===== src/rtl/kbd_event_arbiter.sv =====
// Merges PS/2 scan codes and serialized USB HID reports into one tagged byte-event
// stream. Arbitration is round-robin, and events are buffered in a show-ahead FIFO.
module kbd_event_arbiter #(
  parameter int FIFO_DEPTH          = 16,
  parameter int USB_REPORT_NB_BYTES = 8,
  parameter int USB_DEDUP           = 1
) (
  input  logic                               clk,
  input  logic                               reset_i,
  input  logic [7:0]                         ps2_code_i,
  input  logic                               ps2_strobe_i,
  input  logic                               ps2_err_i,
  input  logic [USB_REPORT_NB_BYTES*8-1:0]   usb_report_i,
  input  logic                               usb_report_valid_i,
  output logic [7:0]                         ev_data_o,
  output logic                               ev_src_o,
  output logic                               ev_last_o,
  output logic                               ev_valid_o,
  input  logic                               ev_ready_i,
  output logic [$clog2(FIFO_DEPTH):0]        level_o,
  output logic                               ovf_o,
  input  logic                               ovf_clr_i,
  output logic [7:0]                         ps2_err_cnt_o
);
  localparam int AW = $clog2(FIFO_DEPTH);
  localparam int IW = (USB_REPORT_NB_BYTES > 1) ? $clog2(USB_REPORT_NB_BYTES) : 1;

  typedef struct packed {
    logic       src;
    logic       last;
    logic [7:0] data;
  } ev_t;

  typedef enum logic {S_IDLE, S_SEND} usb_st_t;

  // FIFO state
  ev_t             mem [FIFO_DEPTH];
  logic [AW-1:0]   wr_ptr, rd_ptr;
  logic [AW:0]     count;
  logic            full, pop, wr;
  ev_t             wr_ev, head;

  // sources
  logic            ps2_vld;
  logic [7:0]      ps2_code;
  usb_st_t         usb_st;
  logic [IW-1:0]   idx;
  logic [USB_REPORT_NB_BYTES-1:0][7:0] shadow;
  logic [USB_REPORT_NB_BYTES*8-1:0]    last_report;
  logic            rr_usb;

  logic            req_ps2, req_usb, gnt_ps2, gnt_usb;
  logic            usb_last, usb_dup, usb_drop, ps2_take, ps2_drop;

  assign full     = (count == (AW+1)'(FIFO_DEPTH));
  assign pop      = ev_valid_o && ev_ready_i;
  assign req_ps2  = ps2_vld;
  assign req_usb  = (usb_st == S_SEND);
  assign usb_last = (idx == IW'(USB_REPORT_NB_BYTES-1));
  assign usb_dup  = (USB_DEDUP != 0) && (usb_report_i == last_report);
  assign usb_drop = usb_report_valid_i && (usb_st == S_SEND);
  assign ps2_take = ps2_strobe_i && !ps2_err_i;
  // a code arriving while the pending slot is neither empty nor draining is lost
  assign ps2_drop = ps2_take && ps2_vld && !gnt_ps2;

  always_comb begin
    gnt_ps2 = 1'b0;
    gnt_usb = 1'b0;
    if (!full) begin
      if (req_ps2 && req_usb) begin
        gnt_usb = rr_usb;
        gnt_ps2 = !rr_usb;
      end else begin
        gnt_ps2 = req_ps2;
        gnt_usb = req_usb;
      end
    end
  end

  assign wr    = gnt_ps2 || gnt_usb;
  assign wr_ev = gnt_ps2 ? ev_t'{src: 1'b0, last: 1'b1, data: ps2_code}
                         : ev_t'{src: 1'b1, last: usb_last, data: shadow[idx]};

  // round-robin pointer moves only when both sides contended
  always_ff @(posedge clk) begin
    if (reset_i)                 rr_usb <= 1'b0;
    else if (gnt_ps2 && req_usb) rr_usb <= 1'b1;
    else if (gnt_usb && req_ps2) rr_usb <= 1'b0;
  end

  always_ff @(posedge clk) begin
    if (reset_i) begin
      ps2_vld       <= 1'b0;
      ps2_code      <= '0;
      ps2_err_cnt_o <= '0;
    end else begin
      if (ps2_take && !ps2_drop) begin
        ps2_vld  <= 1'b1;
        ps2_code <= ps2_code_i;
      end else if (gnt_ps2) begin
        ps2_vld  <= 1'b0;
      end
      if (ps2_strobe_i && ps2_err_i && ps2_err_cnt_o != 8'hFF)
        ps2_err_cnt_o <= ps2_err_cnt_o + 8'd1;
    end
  end

  always_ff @(posedge clk) begin
    if (reset_i) begin
      usb_st      <= S_IDLE;
      idx         <= '0;
      shadow      <= '0;
      last_report <= '0;
    end else begin
      case (usb_st)
        S_IDLE: if (usb_report_valid_i && !usb_dup) begin
          shadow      <= usb_report_i;
          last_report <= usb_report_i;
          idx         <= '0;
          usb_st      <= S_SEND;
        end
        S_SEND: if (gnt_usb) begin
          if (usb_last) begin
            idx    <= '0;
            usb_st <= S_IDLE;
          end else begin
            idx    <= idx + IW'(1);
          end
        end
        default: usb_st <= S_IDLE;
      endcase
    end
  end

  // set beats clear when both happen in one cycle
  always_ff @(posedge clk) begin
    if (reset_i)                    ovf_o <= 1'b0;
    else if (ps2_drop || usb_drop)  ovf_o <= 1'b1;
    else if (ovf_clr_i)             ovf_o <= 1'b0;
  end

  always_ff @(posedge clk) begin
    if (wr) mem[wr_ptr] <= wr_ev;
  end

  always_ff @(posedge clk) begin
    if (reset_i) begin
      wr_ptr <= '0;
      rd_ptr <= '0;
      count  <= '0;
    end else begin
      if (wr)  wr_ptr <= wr_ptr + AW'(1);
      if (pop) rd_ptr <= rd_ptr + AW'(1);
      case ({wr, pop})
        2'b10:   count <= count + (AW+1)'(1);
        2'b01:   count <= count - (AW+1)'(1);
        default: count <= count;
      endcase
    end
  end

  assign ev_valid_o = (count != '0);
  assign head       = ev_valid_o ? mem[rd_ptr] : '0;
  assign ev_data_o  = head.data;
  assign ev_src_o   = head.src;
  assign ev_last_o  = head.last;
  assign level_o    = count;

endmodule

===== config.mk =====
export PLATFORM = sky130hd
export DESIGN_NAME = kbd_event_arbiter
export DESIGN_NICKNAME = d
export VERILOG_FILES = /design/src/rtl/kbd_event_arbiter.sv
export SDC_FILE = /design/constraint.sdc
export NUM_CORES = 1
export LEC_CHECK = 0
export BUFFER_PORTS_ARGS = -buffer_cell sky130_fd_sc_hd__buf_2
export CORE_UTILIZATION = 50
export DETAILED_ROUTE_END_ITERATION = 10
export GPL_TIMING_DRIVEN = 0
export PLACE_DENSITY = 0.71
export SYNTH_ARGS = -nofsm -noshare
export SYNTH_HDL_FRONTEND = slang
export SYNTH_SLANG_ARGS = --single-unit
export TNS_END_PERCENT = 1

===== constraint.sdc =====
create_clock -name clk -period 3 [get_ports clk]
set_input_delay 0.3 -clock clk [delete_from_list [all_inputs] [get_ports clk]]
set_output_delay 0.3 -clock clk [all_outputs]
set_load 0.01 [all_outputs]

# Yosys cells after proc, flatten, opt, wreduce, memory -nomap -nowiden
# Memory sizes are Yosys's and may differ from the RTL's. A register that Yosys moved wholly into a read port is not among the register bits.
# Cells that the tools add are included.
# totals
register_bits	164
latchBits	0
ramBits	160
romBits	0
out_inout_bits	25
mem_count	1
# op_classes
n_addsub	6
n_mul	0
n_div	0
order_cmp	1
eq_ne	8
shift	0
n_mux	27
bitwise_logic	1
reduce_logical	26
# mem_list
name	words	word_bits	read_ports	rd_ports_with_merged_regs	write_ports	line	rtl
mem	16	10	1	1	1	37	ev_t mem [FIFO_DEPTH];
# op_table
operator	n
$eq A64 B64 Y1	1
$bmux W8 S3	1
$mux W10	2
$mux W1	15
$logic_and A1 B1 Y1	12
$pmux W5 S2	1
$mux W3	3
$add A4 B1 Y4 const B	2
$add A8 B1 Y8 const B	1
$mux W4	2
$mux W8	1
$ne A8 B8 Y1 const B	1
$reduce_bool A2 Y1	4
$pmux W3 S2	1
$add A5 B1 Y5 const B	1
$eq A5 B5 Y1 const B	1
$logic_not A1 Y1	5
$reduce_bool A5 Y1	1
$sub A5 B1 Y5 const B	1
$lt A3 B4 Y1 const B	1
$reduce_and A2 Y1	2
$add A3 B1 Y3 const B	1
$eq A3 B3 Y1 const B	1
$eq A2 B1 Y1 const B	1
other kinds (6)	7

# Longest topological paths before layout
# depth
ltp_word	8
mapped_depth	16

# Least setup slack after synthesis
# OpenSTA, ideal clock, no wires.
# synth_timing
path_type	flip-flop to flip-flop
from	reg count[1] (netlist: level_o[1])
to	reg count[4] (netlist: level_o[4])
setup_time_ns	0.070
arrival_time_ns	3.020
slack_ns	-0.090
path_stages_with_launch	17
path_buffers	3
synth_period_minus_slack_ns	3.090
cell_sequence	dfxtp_1 buf_2 nor4_2 nand2_1 o21a_1 clkbuf_1 inv_1 ha_1 clkbuf_1 xor2_1 ha_1 o21a_1 o22a_1 a21oi_1 xor2_1 or3_1 a21oi_1
# synth_between
elab_chain_len	5
# synth_rtl
item	line	rtl
from (decl)	39	logic [AW:0] count;
from (signal assigned)	155	2'b10: count <= count + (AW+1)'(1);
from (signal assigned)	156	2'b01: count <= count - (AW+1)'(1);
from (signal assigned)	157	default: count <= count;
$eq A5 B5 Y1	55	assign full = (count == (AW+1)'(FIFO_DEPTH));
$mux W1	69	if (!full) begin
$logic_or A1 B1 Y1	80	assign wr = gnt_ps2 || gnt_usb;
$eq A2 B1 Y1 / $eq A2 B2 Y1 (equally long branches)	154	case ({wr, pop})
$pmux W5 S2 / $reduce_bool A2 Y1 (equally long branches)	-	
# Parallel ways exist; a longest one is shown, timed or not.
# A chain may end at the register's enable or synchronous reset.

==> run metrics <==
DP HPWL 20500 µm; hold path cells 3; GRT Total Usage 0.245; antenna fix cells 0; Peak VDD IR 0.475 mV; P_leak 5.00 nW; total wire length 29000 µm; critical path peak fanout 12; largest net degree at the start of global routing 20; most frequent cells in the layout edfxtp_1 (160), nand2b_1 (135), buf_2 (109); Yosys warning count 0; Post-DRT Antenna Nets 0; Clk pwr share 0.368; Mapped Avg Cell Area 14.0 µm²; internal power 7.28 mW; Period Utilization, post-route 0.961; R2R cell count 6; clock latency on the worst-skew pair 0.55 ns; clock transition at the registers of the reported paths 0.06 ns; vias 7405; final hold vios 0; placed cell count 1287; final setup fails 0; Avg WL per Cell 21.6 µm; Initial DRT Pass Iterations 5; kind of end point of the critical path flip-flop; Num CTS Buffers 28; Synth Register Bits 264; I/O pin total 104; setup tns final 0 ns; Max Cap Viol 0; commonest non-fill, non-tap cell in the layout edfxtp_1; crit-path cells clkbuf_1 -> buf_1 -> mux4_2 -> mux2i_1 -> o21ai_1 -> buf_6; Syn Nets 949; multi-input combinational cell area 4920 µm²; number of DRC markers in iteration 0 564; Main synth FF type edfxtp_1; Final Non-Filler Cells 1342; PD cells 702 nW/µm²; post-layout power 9.92 mW; CTS tree done; Cells after Synth 858; # rows 56; Hold Worst Slack 0.0135 ns; register area share after synthesis 0.573; Hold Path Sink ps2_code[5]; max_slew headroom 0.316; RR Startpoint idx[1]; Fmax achieved 347 MHz; end of the worst register-to-register path mem[12][3]; overall die area 24600 µm²; Final Core Density 0.600; area leader, netlist edfxtp_1; startpoint types flip-flop; register share of total power 0.427; Critical Path AT 3.17 ns; port buffer count 102; Distinct cells, synth 39; worst slack, placed -0.377 ns; initial antenna violation count 3; core area 23500 µm²; Fillers 1860; grt ovf 0; status finished clean; EDFF count, synth 160; RSZ-0062 raised after global routing no; FF+latch area 6890 µm²; hold_sp ps2_code_i[5]; cell area after synthesis 12000 µm²; post-route cell area 14100 µm²; first-pass GRT wire length 44100 µm; FF-to-FF setup slack 0.12 ns; vias in the first global route 7511; clk root buf clkbuf_16; Critical Path Max Stage Delay 0.60 ns; Worst-Margin Slew 1.02 ns; CP max-delay cell buf_1; # H-tree levels 1; Period minus WS final 2.88 ns; max-slew violation count 0; min-delay worst type in -> reg; FFs w/ async S/R, synth 0; launch point of the worst path idx[1]; fin nets 1092; DR vias/cell 5.52; clk sinks 264; Post-Place Cell Area 13000 µm²; area grow syn2layout 17.7%; CP required 3.29 ns; RePlAce Congestion 0.888; die height 157 µm; ratio of cells with drive above 1 in the final layout 0.259; Crit Path Class reg -> reg; Worst Setup Slack, final 0.117 ns; Initial Util 0.510; Remaining DRCs 0; Die W 157 µm; Logic pwr share 0.205; Sw Ratio 0.266; Synth top area share 0.400; clock tree buffer depth 3; top cells by area, synth edfxtp_1 (40%), dfxtp_1 (17%), mux4_2 (12%); skew final 0.0233 ns; sw power 2.64 mW
==> power groups by stage <==
stage | combinational (mW) | sequential, mW | clock, mW
finish | 2.03 | 4.24 | 3.65
global route | 2.20 | 4.26 | 3.84
CTS | 2.04 | 4.22 | 3.69
detailed placement | 1.95 | 4.28 | 0
global placement | 1.90 | 4.28 | 0
floorplan | 1.29 | 4.25 | 0
==> sequential cells by signal, summed over array words and instances, names as in the netlist, 3 cells and up, named ones only <==
| name | cells |
|---|---|
| last_report | 7 |
| shadow | 57 |
| level_o | 5 |
| idx | 3 |
| ps2_err_cnt_o | 8 |
| wr_ptr | 4 |
| rd_ptr | 4 |
| ps2_code | 8 |
| mem | 160 |
==> worst max-delay path, delay by kind of cell (launching register included) <==
family	cells	cell delay [ns]
AOI/OAI and AO/OA	1	0.26
buffers and inverters	3	1.29
DFF	1	0.33
muxes	2	0.74
==> repair_timing <==
item,in CTS,in global routing
buffers inserted,2,2
hold endpoints to repair,3,0
hold buffers,3,0
gates resized for setup,19,11
pin swaps,2,3
endpoints found under the setup margin,12,8
gates cloned,0,0
==> cells by family (layout without fill, tap and decap cells) <==
logic type               count (synthesis)  in the layout  share of synthesized area
AO/OA/AOI/OAI                           31             31                     0.0168
XOR/XNOR                                83             83                     0.0605
adder cells (fa/ha/maj)                 12             12                     0.0125
buffers and inverters                   59            224                     0.0222
flip-flops                             264            264                      0.573
multiplexers                           151            151                      0.195
AND/OR/NAND/NOR                        258            258                      0.120
==> worst max path at each step <==
stage / endpoint / cells past startpoint
2_1_floorplan: level_o[4] / 16
3_3_place_gp: mem[4][6] / 5
3_5_place_dp: level_o[4] / 16
4_1_cts: level_o[4] / 14
5_1_grt: ev_data_o[5] / 4
6_report: mem[12][3] / 6
==> synth_stat cells (all sizes together), types with 2 or more instances <==
| cell | number |
|---|---|
| edfxtp | 160 |
| nand2b | 135 |
| dfxtp | 104 |
| mux2i | 85 |
| xnor2 | 70 |
| mux4 | 66 |
| nor2 | 43 |
| clkbuf | 32 |
| nand2 | 27 |
| buf | 20 |
| nand4 | 20 |
| o21ai | 13 |
| xor2 | 13 |
| ha | 12 |
| nor2b | 12 |
| inv | 7 |
| a21oi | 6 |
| nor3 | 5 |
| nor4 | 5 |
| and3 | 4 |
| nand3 | 3 |
| a31oi | 2 |
| and4 | 2 |
| o21a | 2 |
| or3 | 2 |
==> per-layer routing <==
metal / wire length (µm) / track usage / up-vias
met1: 12800 / 0.343 / 3694
met2: 13600 / 0.392 / 251
met3: 1850 / 0.0438 / 51
met4: 707 / 0.0686 / 4
met5: 25 / 0 / -
li1: - / - / 3405
==> final cells by class <==
| class | instances | area share |
|---|---|---|
| flip-flops and latches | 264 | 0.488 |
| multi-input cells | 535 | 0.348 |
| clock buffers | 32 | 0.0507 |
| repair buffers | 117 | 0.0460 |
| well taps | 319 | 0.0282 |
| clock inverters | 20 | 0.0194 |
| plain buffers | 48 | 0.0182 |
| inverters | 7 | 0.00186 |
No activity file was read; power rests on OpenSTA's default activity.
